[config.mk]
export PLATFORM = sky130hd
export DESIGN_NAME = rx_decode
export DESIGN_NICKNAME = d
export VERILOG_FILES = /design/src/rtl/rx_decode.sv
export SDC_FILE = /design/constraint.sdc
export NUM_CORES = 1
export LEC_CHECK = 0
export BUFFER_PORTS_ARGS = -buffer_cell sky130_fd_sc_hd__buf_2
export CAP_MARGIN = 40
export CORE_UTILIZATION = 65
export CTS_BUF_LIST = sky130_fd_sc_hd__clkbuf_8
export CTS_CLUSTER_SIZE = 14
export DETAILED_ROUTE_END_ITERATION = 10
export GPL_TIMING_DRIVEN = 0
export PLACE_DENSITY = 0.89
export SYNTH_ARGS = -nofsm -noshare
export SYNTH_HDL_FRONTEND = slang
export SYNTH_SLANG_ARGS = --single-unit
[constraint.sdc]
create_clock -name clk -period 5.83 [get_ports clk]
set_input_delay 1.166 -clock clk [delete_from_list [all_inputs] [get_ports clk]]
set_output_delay 1.166 -clock clk [all_outputs]
set_load 0.02 [all_outputs]
[src/rtl/rx_decode.sv]
// rx_decode: 8b/10b receive decoder for the fixed set of code-groups emitted
// by the matching transmit encoder. Tracks running disparity, flags
// disparity errors and unsupported groups, and keeps a saturating error count.
// Code-group bit order is abcdei_fghj with 'a' in the MSB.
module rx_decode #(
    parameter int CG_WIDTH      = 10,
    parameter int OCTET_WIDTH   = 8,
    parameter int ERR_CNT_WIDTH = 16
) (
    input  logic                     clk,
    input  logic                     reset,
    input  logic [CG_WIDTH-1:0]      rx_code_group,
    input  logic                     rx_cg_valid,
    input  logic                     err_count_clr,
    output logic [OCTET_WIDTH-1:0]   rx_octet,
    output logic                     rx_is_k,
    output logic                     rx_comma,
    output logic                     rx_valid,
    output logic                     rx_invalid,
    output logic                     rx_disp_err,
    output logic                     rx_disparity,
    output logic [ERR_CNT_WIDTH-1:0] err_count
);

    // Code-group constants (RD_N = encoded from RD-, RD_P = encoded from RD+)
    localparam logic [9:0] K28_5_10B_RD_N = 10'b001111_1010;
    localparam logic [9:0] K28_5_10B_RD_P = 10'b110000_0101;
    localparam logic [9:0] K23_7_10B_RD_N = 10'b111010_1000;
    localparam logic [9:0] K23_7_10B_RD_P = 10'b000101_0111;
    localparam logic [9:0] K27_7_10B_RD_N = 10'b110110_1000;
    localparam logic [9:0] K27_7_10B_RD_P = 10'b001001_0111;
    localparam logic [9:0] K29_7_10B_RD_N = 10'b101110_1000;
    localparam logic [9:0] K29_7_10B_RD_P = 10'b010001_0111;
    localparam logic [9:0] D5_6_10B_RD_N  = 10'b101001_0110;
    localparam logic [9:0] D5_6_10B_RD_P  = 10'b101001_0110;
    localparam logic [9:0] D16_2_10B_RD_N = 10'b011011_0101;
    localparam logic [9:0] D16_2_10B_RD_P = 10'b100100_0101;
    localparam logic [9:0] D0_0_10B_RD_N  = 10'b100111_0100;
    localparam logic [9:0] D0_0_10B_RD_P  = 10'b011000_1011;
    localparam logic [9:0] D1_0_10B_RD_N  = 10'b011101_0100;
    localparam logic [9:0] D1_0_10B_RD_P  = 10'b100010_1011;
    localparam logic [9:0] D2_0_10B_RD_N  = 10'b101101_0100;
    localparam logic [9:0] D2_0_10B_RD_P  = 10'b010010_1011;
    localparam logic [9:0] D2_2_10B_RD_N  = 10'b101101_0101;
    localparam logic [9:0] D2_2_10B_RD_P  = 10'b010010_0101;
    localparam logic [9:0] D21_5_10B_RD_N = 10'b101010_1010;
    localparam logic [9:0] D21_5_10B_RD_P = 10'b101010_1010;
    localparam logic [9:0] D11_3_10B_RD_N = 10'b110100_1100;
    localparam logic [9:0] D11_3_10B_RD_P = 10'b110100_0011;
    localparam logic [9:0] D23_1_10B_RD_N = 10'b111010_1001;
    localparam logic [9:0] D23_1_10B_RD_P = 10'b000101_1001;
    localparam logic [9:0] D7_4_10B_RD_N  = 10'b111000_1101;
    localparam logic [9:0] D7_4_10B_RD_P  = 10'b000111_0010;
    localparam logic [9:0] D12_5_10B_RD_N = 10'b001101_1010;
    localparam logic [9:0] D12_5_10B_RD_P = 10'b001101_1010;
    localparam logic [9:0] D28_5_10B_RD_N = 10'b001110_1010;
    localparam logic [9:0] D28_5_10B_RD_P = 10'b001110_1010;
    localparam logic [9:0] D3_6_10B_RD_N  = 10'b110001_0110;
    localparam logic [9:0] D3_6_10B_RD_P  = 10'b110001_0110;
    localparam logic [9:0] D8_6_10B_RD_N  = 10'b111001_0110;
    localparam logic [9:0] D8_6_10B_RD_P  = 10'b000110_0110;
    localparam logic [9:0] D19_2_10B_RD_N = 10'b110010_0101;
    localparam logic [9:0] D19_2_10B_RD_P = 10'b110010_0101;
    localparam logic [9:0] D24_3_10B_RD_N = 10'b110011_0011;
    localparam logic [9:0] D24_3_10B_RD_P = 10'b001100_1100;
    localparam logic [9:0] D31_1_10B_RD_N = 10'b101011_1001;
    localparam logic [9:0] D31_1_10B_RD_P = 10'b010100_1001;
    localparam logic [9:0] D10_1_10B_RD_N = 10'b010101_1001;
    localparam logic [9:0] D10_1_10B_RD_P = 10'b010101_1001;
    localparam logic [9:0] D29_3_10B_RD_N = 10'b101110_0011;
    localparam logic [9:0] D29_3_10B_RD_P = 10'b010001_1100;
    localparam logic [9:0] D4_6_10B_RD_N  = 10'b110101_0110;
    localparam logic [9:0] D4_6_10B_RD_P  = 10'b001010_0110;

    // Decode table: entry i of each array describes the same character.
    // K characters occupy entries 0..3; entry 0 is the comma K28.5.
    localparam int NUM_CODES = 24;
    localparam int COMMA_IDX = 0;

    localparam logic [9:0] CODE_RD_N [NUM_CODES] = '{
        K28_5_10B_RD_N, K23_7_10B_RD_N, K27_7_10B_RD_N, K29_7_10B_RD_N,
        D5_6_10B_RD_N,  D16_2_10B_RD_N, D0_0_10B_RD_N,  D1_0_10B_RD_N,
        D2_0_10B_RD_N,  D2_2_10B_RD_N,  D21_5_10B_RD_N, D11_3_10B_RD_N,
        D23_1_10B_RD_N, D7_4_10B_RD_N,  D12_5_10B_RD_N, D28_5_10B_RD_N,
        D3_6_10B_RD_N,  D8_6_10B_RD_N,  D19_2_10B_RD_N, D24_3_10B_RD_N,
        D31_1_10B_RD_N, D10_1_10B_RD_N, D29_3_10B_RD_N, D4_6_10B_RD_N
    };

    localparam logic [9:0] CODE_RD_P [NUM_CODES] = '{
        K28_5_10B_RD_P, K23_7_10B_RD_P, K27_7_10B_RD_P, K29_7_10B_RD_P,
        D5_6_10B_RD_P,  D16_2_10B_RD_P, D0_0_10B_RD_P,  D1_0_10B_RD_P,
        D2_0_10B_RD_P,  D2_2_10B_RD_P,  D21_5_10B_RD_P, D11_3_10B_RD_P,
        D23_1_10B_RD_P, D7_4_10B_RD_P,  D12_5_10B_RD_P, D28_5_10B_RD_P,
        D3_6_10B_RD_P,  D8_6_10B_RD_P,  D19_2_10B_RD_P, D24_3_10B_RD_P,
        D31_1_10B_RD_P, D10_1_10B_RD_P, D29_3_10B_RD_P, D4_6_10B_RD_P
    };

    // Octet = {HGF, EDCBA} i.e. Dx.y -> {y[2:0], x[4:0]}
    localparam logic [7:0] CODE_OCTET [NUM_CODES] = '{
        8'hBC, 8'hF7, 8'hFB, 8'hFD,
        8'hC5, 8'h50, 8'h00, 8'h01,
        8'h02, 8'h42, 8'hB5, 8'h6B,
        8'h37, 8'h87, 8'hAC, 8'hBC,
        8'hC3, 8'hC8, 8'h53, 8'h78,
        8'h3F, 8'h2A, 8'h7D, 8'hC4
    };

    localparam logic [NUM_CODES-1:0] CODE_IS_K = NUM_CODES'(4'hF);

    // Popcount thresholds for the running-disparity update
    localparam int                CNT_W    = $clog2(CG_WIDTH + 1);
    localparam logic [CNT_W-1:0]  HALF_CNT = CNT_W'(CG_WIDTH / 2);

    logic [OCTET_WIDTH-1:0]   octet_reg,     octet_next;
    logic                     is_k_reg,      is_k_next;
    logic                     comma_reg,     comma_next;
    logic                     valid_reg,     valid_next;
    logic                     invalid_reg,   invalid_next;
    logic                     disp_err_reg,  disp_err_next;
    logic                     disparity_reg, disparity_next;
    logic [ERR_CNT_WIDTH-1:0] err_cnt_reg,   err_cnt_next;

    logic [NUM_CODES-1:0]     hit_n;
    logic [NUM_CODES-1:0]     hit_p;
    logic [NUM_CODES-1:0]     hit_cur;
    logic [NUM_CODES-1:0]     hit_opp;
    logic [NUM_CODES-1:0]     hit_sel;
    logic                     match_cur;
    logic                     match_opp;
    logic [OCTET_WIDTH-1:0]   dec_octet;
    logic                     dec_is_k;
    logic                     dec_comma;
    logic [CNT_W-1:0]         ones_cnt;

    // One comparator per table entry for each disparity column
    genvar gi;
    generate
        for (gi = 0; gi < NUM_CODES; gi++) begin : g_match
            assign hit_n[gi] = (rx_code_group == CG_WIDTH'(CODE_RD_N[gi]));
            assign hit_p[gi] = (rx_code_group == CG_WIDTH'(CODE_RD_P[gi]));
        end
    endgenerate

    // Prefer the current-disparity column; fall back to the opposite one.
    // Groups identical in both columns always hit the current column.
    always_comb begin
        hit_cur   = disparity_reg ? hit_p : hit_n;
        hit_opp   = disparity_reg ? hit_n : hit_p;
        match_cur = |hit_cur;
        match_opp = |hit_opp;
        hit_sel   = match_cur ? hit_cur : hit_opp;
        dec_octet = '0;
        dec_is_k  = 1'b0;
        for (int i = 0; i < NUM_CODES; i++) begin
            if (hit_sel[i]) begin
                dec_octet = dec_octet | OCTET_WIDTH'(CODE_OCTET[i]);
                dec_is_k  = dec_is_k | CODE_IS_K[i];
            end
        end
        dec_comma = hit_sel[COMMA_IDX];
    end

    // Count ones in the received group for the disparity rule
    always_comb begin
        ones_cnt = '0;
        for (int i = 0; i < CG_WIDTH; i++) begin
            ones_cnt = ones_cnt + CNT_W'(rx_code_group[i]);
        end
    end

    // Next-state: decode on valid, hold data fields otherwise, count errors
    always_comb begin
        octet_next     = octet_reg;
        is_k_next      = is_k_reg;
        comma_next     = comma_reg;
        valid_next     = 1'b0;
        invalid_next   = 1'b0;
        disp_err_next  = 1'b0;
        disparity_next = disparity_reg;
        err_cnt_next   = err_cnt_reg;

        if (rx_cg_valid) begin
            valid_next = 1'b1;
            if (match_cur || match_opp) begin
                octet_next    = dec_octet;
                is_k_next     = dec_is_k;
                comma_next    = dec_comma;
                disp_err_next = !match_cur;
            end else begin
                octet_next   = '0;
                is_k_next    = 1'b0;
                comma_next   = 1'b0;
                invalid_next = 1'b1;
            end

            // Disparity follows the raw group weight, even for bad groups
            if (ones_cnt > HALF_CNT) begin
                disparity_next = 1'b1;
            end else if (ones_cnt < HALF_CNT) begin
                disparity_next = 1'b0;
            end

            if (!match_cur && !(&err_cnt_reg)) begin
                err_cnt_next = err_cnt_reg + 1'b1;
            end
        end

        // Clear wins over a same-cycle increment
        if (err_count_clr) begin
            err_cnt_next = '0;
        end
    end

    // Output registers with synchronous reset
    always_ff @(posedge clk) begin
        if (reset) begin
            octet_reg     <= '0;
            is_k_reg      <= 1'b0;
            comma_reg     <= 1'b0;
            valid_reg     <= 1'b0;
            invalid_reg   <= 1'b0;
            disp_err_reg  <= 1'b0;
            disparity_reg <= 1'b0;
            err_cnt_reg   <= '0;
        end else begin
            octet_reg     <= octet_next;
            is_k_reg      <= is_k_next;
            comma_reg     <= comma_next;
            valid_reg     <= valid_next;
            invalid_reg   <= invalid_next;
            disp_err_reg  <= disp_err_next;
            disparity_reg <= disparity_next;
            err_cnt_reg   <= err_cnt_next;
        end
    end

    assign rx_octet     = octet_reg;
    assign rx_is_k      = is_k_reg;
    assign rx_comma     = comma_reg;
    assign rx_valid     = valid_reg;
    assign rx_invalid   = invalid_reg;
    assign rx_disp_err  = disp_err_reg;
    assign rx_disparity = disparity_reg;
    assign err_count    = err_cnt_reg;

endmodule

==> flow_summary.ini <==
[clock_tree]
postCtsHoldBufs = 0
root_buffer = clkbuf_8
cts_num_sinks = 30
clk_path_buf_depth = 2
cts_tree = done
cts_resized = 0
cts_setup_buffers = 0
numCtsBuffers = 5
path_clk_slew_ns = 0.06
clk_latency_ns = 0.28
h-tree-depth = 2

[power]
swShare_pct = 36.87
clkPwrFrac_pct = 27.2
p_leak_nw = 1.423
pwr-share-seq_pct = 33.7
powerDensity_nw_per_um2 = 183.7
irDropWorstVdd_mv = 0.1455
pwr-share-comb_pct = 39.1
internal_power_w = 0.0004013
p_sw_w = 0.0002344

[finish]
drive_gt1_share_pct = 18.26
final_util_pct = 77.35
area_growth_pct = 11.85
final_nets = 475
diodes = 0

[drt]
wl_met3_um = 1466
met1_length_um = 3903
drtAntennaViolNets = 0
top_layer_used = met4
vias = 3675
routed-wl-met2_um = 4285
wl_um = 10050
drc = 4
wl_per_cell_um = 20.06
vias_per_cell = 7.335
drt_iter0_markers = 725
drtPass1Iterations = 11

[die]
dieHeight_um = 71.00
initial_core_util_pct = 69.16
boundaryPins = 44
die_x_um = 71.00
die_area_um2 = 5040
rows = 24
core_area_um2 = 4474

[setup_path]
worstReg2RegEnd = err_count[11]
rr_worst_depth = 8
crit_start = rx_code_group[3]
rr_startpoint = rx_disparity
worst_setup_path_end_kind = register
critPathKind = primary input to register
r2r_slack_ns = 3.17
worst_setup_path_start_kind = primary input
crit_fanout = 10
worstSetupEndpoint = rx_disparity
cp.arrival_ns = 4.57
required_ns = 5.98

[synth]
synthFlopType = dfxtp_1
synthXorXnorAreaFrac_pct = 1.415
synth.distinct_cells = 75
synth-compound-area-share_pct = 18.80
synthAdderAreaFrac_pct = 6.712
yosys-mux-area-fraction_pct = 3.882
synth_top_area_share_pct = 19.41
async_flop_share_pct = 0
avgSynthCellArea_um2 = 7.755
synth_fp_nets = 426
netlist_area_um2 = 3094
synth-simple-area-share_pct = 41.65
synth-seq-cells = 30
synth_seq_area_share_pct = 19.41
yosysWarnings = 0
synth_common_cells = nand2_1, dfxtp_1, inv_1, nand3_1, nor2_1
synth_top_area_cell = dfxtp_1
yosysMostFrequentCell = nand2_1
synth_top_family_by_area = simple AND/OR/NAND/NOR gates
synth-edff-count = 0
syn_inst = 399
synth_area_leaders = dfxtp_1, nand2_1, fa_1

[worst_hold_path]
hp-class = register to register
worstHoldStart = rx_octet[3]

[timing]
setup_viol = 0
hold_violations = 0
finClkSkew_ns = 0.005953
rsz0062_at_grt = false
period_share_pct = 75.82
max_freq_mhz = 226.2
final-max-slew-violation-count = 0
tightest_slew_ns = 0.8059
fin_crit_ns = 4.420
setup_slack_ns = 1.410
slew_headroom_pct = 45.52
tns_ns = 0

[global_routing]
overflow = 0
antenna_found_initial = 0
grt_usage_pct = 40.02
grt_pass1_wl_um = 15660
grt_pass1_vias = 3173
grt_max_degree = 11

[status]
status = complete, but fails checks
violations = DRC

[flow_run]
cap_violations = 0

[placed_design]
port_buffers = 42
hpwl_um = 7684
place_ws_ns = 1.183
routabilityCongestion = 1.091
worst min-delay path by stage:
| stage | end | slack [ns] | cells after the start |
|---|---|---|---|
| finish | rx_octet[3] | 0.47 | 2 |
| global route | rx_octet[0] | 0.51 | 2 |
| CTS | rx_octet[3] | 0.48 | 2 |
| detailed placement | rx_octet[3] | 0.46 | 2 |
| global placement | rx_octet[3] | 0.45 | 2 |
| floorplan | rx_octet[3] | 0.54 | 2 |
kinds of logic (layout without fill, tap and decap cells):
| family | after synthesis | count (layout) |
|---|---|---|
| buffers and inverters | 50 | 100 |
| AND/OR/NAND/NOR | 208 | 208 |
| flip-flops | 30 | 30 |
| AO/OA/AOI/OAI | 81 | 81 |
| adder cells (fa/ha/maj) | 13 | 13 |
| multiplexers | 12 | 12 |
| XOR/XNOR | 5 | 5 |
stage by stage:
stage / area (um^2) / hold WS [ns] / instances / power, W
floorplan: 3094 / 0.5400 / 399 / 0.0003967
global placement: 3369 / 0.4514 / 493 / 0.0004504
detailed placement: 3369 / 0.4613 / 493 / 0.0004587
CTS: 3461 / 0.4752 / 501 / 0.0006292
global route: 3461 / 0.5136 / 501 / 0.0006654
finish: 3461 / 0.4698 / 501 / 0.0006357
cell type report:
cell class / instances / area [um^2]
sequential: 30 / 600.6
timing repair buffer: 42 / 210.2
inverter: 21 / 78.83
buffer: 29 / 172.7
tap: 52 / 65.06
clock inverter: 2 / 8.758
clock buffer: 6 / 82.58
multi-input combinational: 319 / 2242
fill: 337 / 1013
flip-flops by register name, indices dropped and copies added (netlist names):
| name | flops |
|---|---|
| rx_is_k | 1 |
| rx_invalid | 1 |
| rx_disparity | 1 |
| err_count | 16 |
| rx_valid | 1 |
| rx_comma | 1 |
| rx_disp_err | 1 |
| rx_octet | 8 |
critical path, cell delays in order:
cell	delay, ns
buf_2	0.16
buf_2	0.25
inv_1	0.11
fa_1	0.58
fa_1	0.48
fa_1	0.51
inv_1	0.05
ha_1	0.20
fa_1	0.46
inv_1	0.07
o21ai_0	0.06
o21ai_0	0.14
o21ai_0	0.11
a22oi_1	0.19
nor2_1	0.06
power by group through the flow:
| stage | logic (W) | registers (W) | clock network [W] |
|---|---|---|---|
| finish | 0.000248 | 0.000214 | 0.000173 |
| global placement | 0.000232 | 0.000219 | 0 |
| global route | 0.000268 | 0.000215 | 0.000183 |
| CTS | 0.000241 | 0.000214 | 0.000174 |
| detailed placement | 0.000240 | 0.000219 | 0 |
| floorplan | 0.000169 | 0.000227 | 0 |
routing by layer:
| layer | up-vias | global-route usage [%] |
|---|---|---|
| met4 | 0 | 12.89 |
| met5 | - | 0 |
| met3 | 60 | 11.54 |
| li1 | 1620 | - |
| met2 | 314 | 62.18 |
| met1 | 1681 | 53.61 |
placed cells by master (no fill, tap or decap), types with 6 or more instances in the layout:
cell type  count
buf_2         56
nand2_1       37
dfxtp_1       30
inv_1         20
nor2_1        19
nand3_1       19
nand4_1       18
a21oi_1       15
or4_1         13
mux2i_1       12
nor3_1        11
o31ai_1       11
nor4b_1        9
o22ai_1        9
clkbuf_1       8
nand3b_1       8
and3_1         8
nor2b_1        8
o21ai_0        8
or3_1          7
ha_1           7
and3b_1        6
and2_1         6
a22oi_1        6
fa_1           6
clkbuf_8       6
Note: power is estimated with default switching activity, not from simulation.
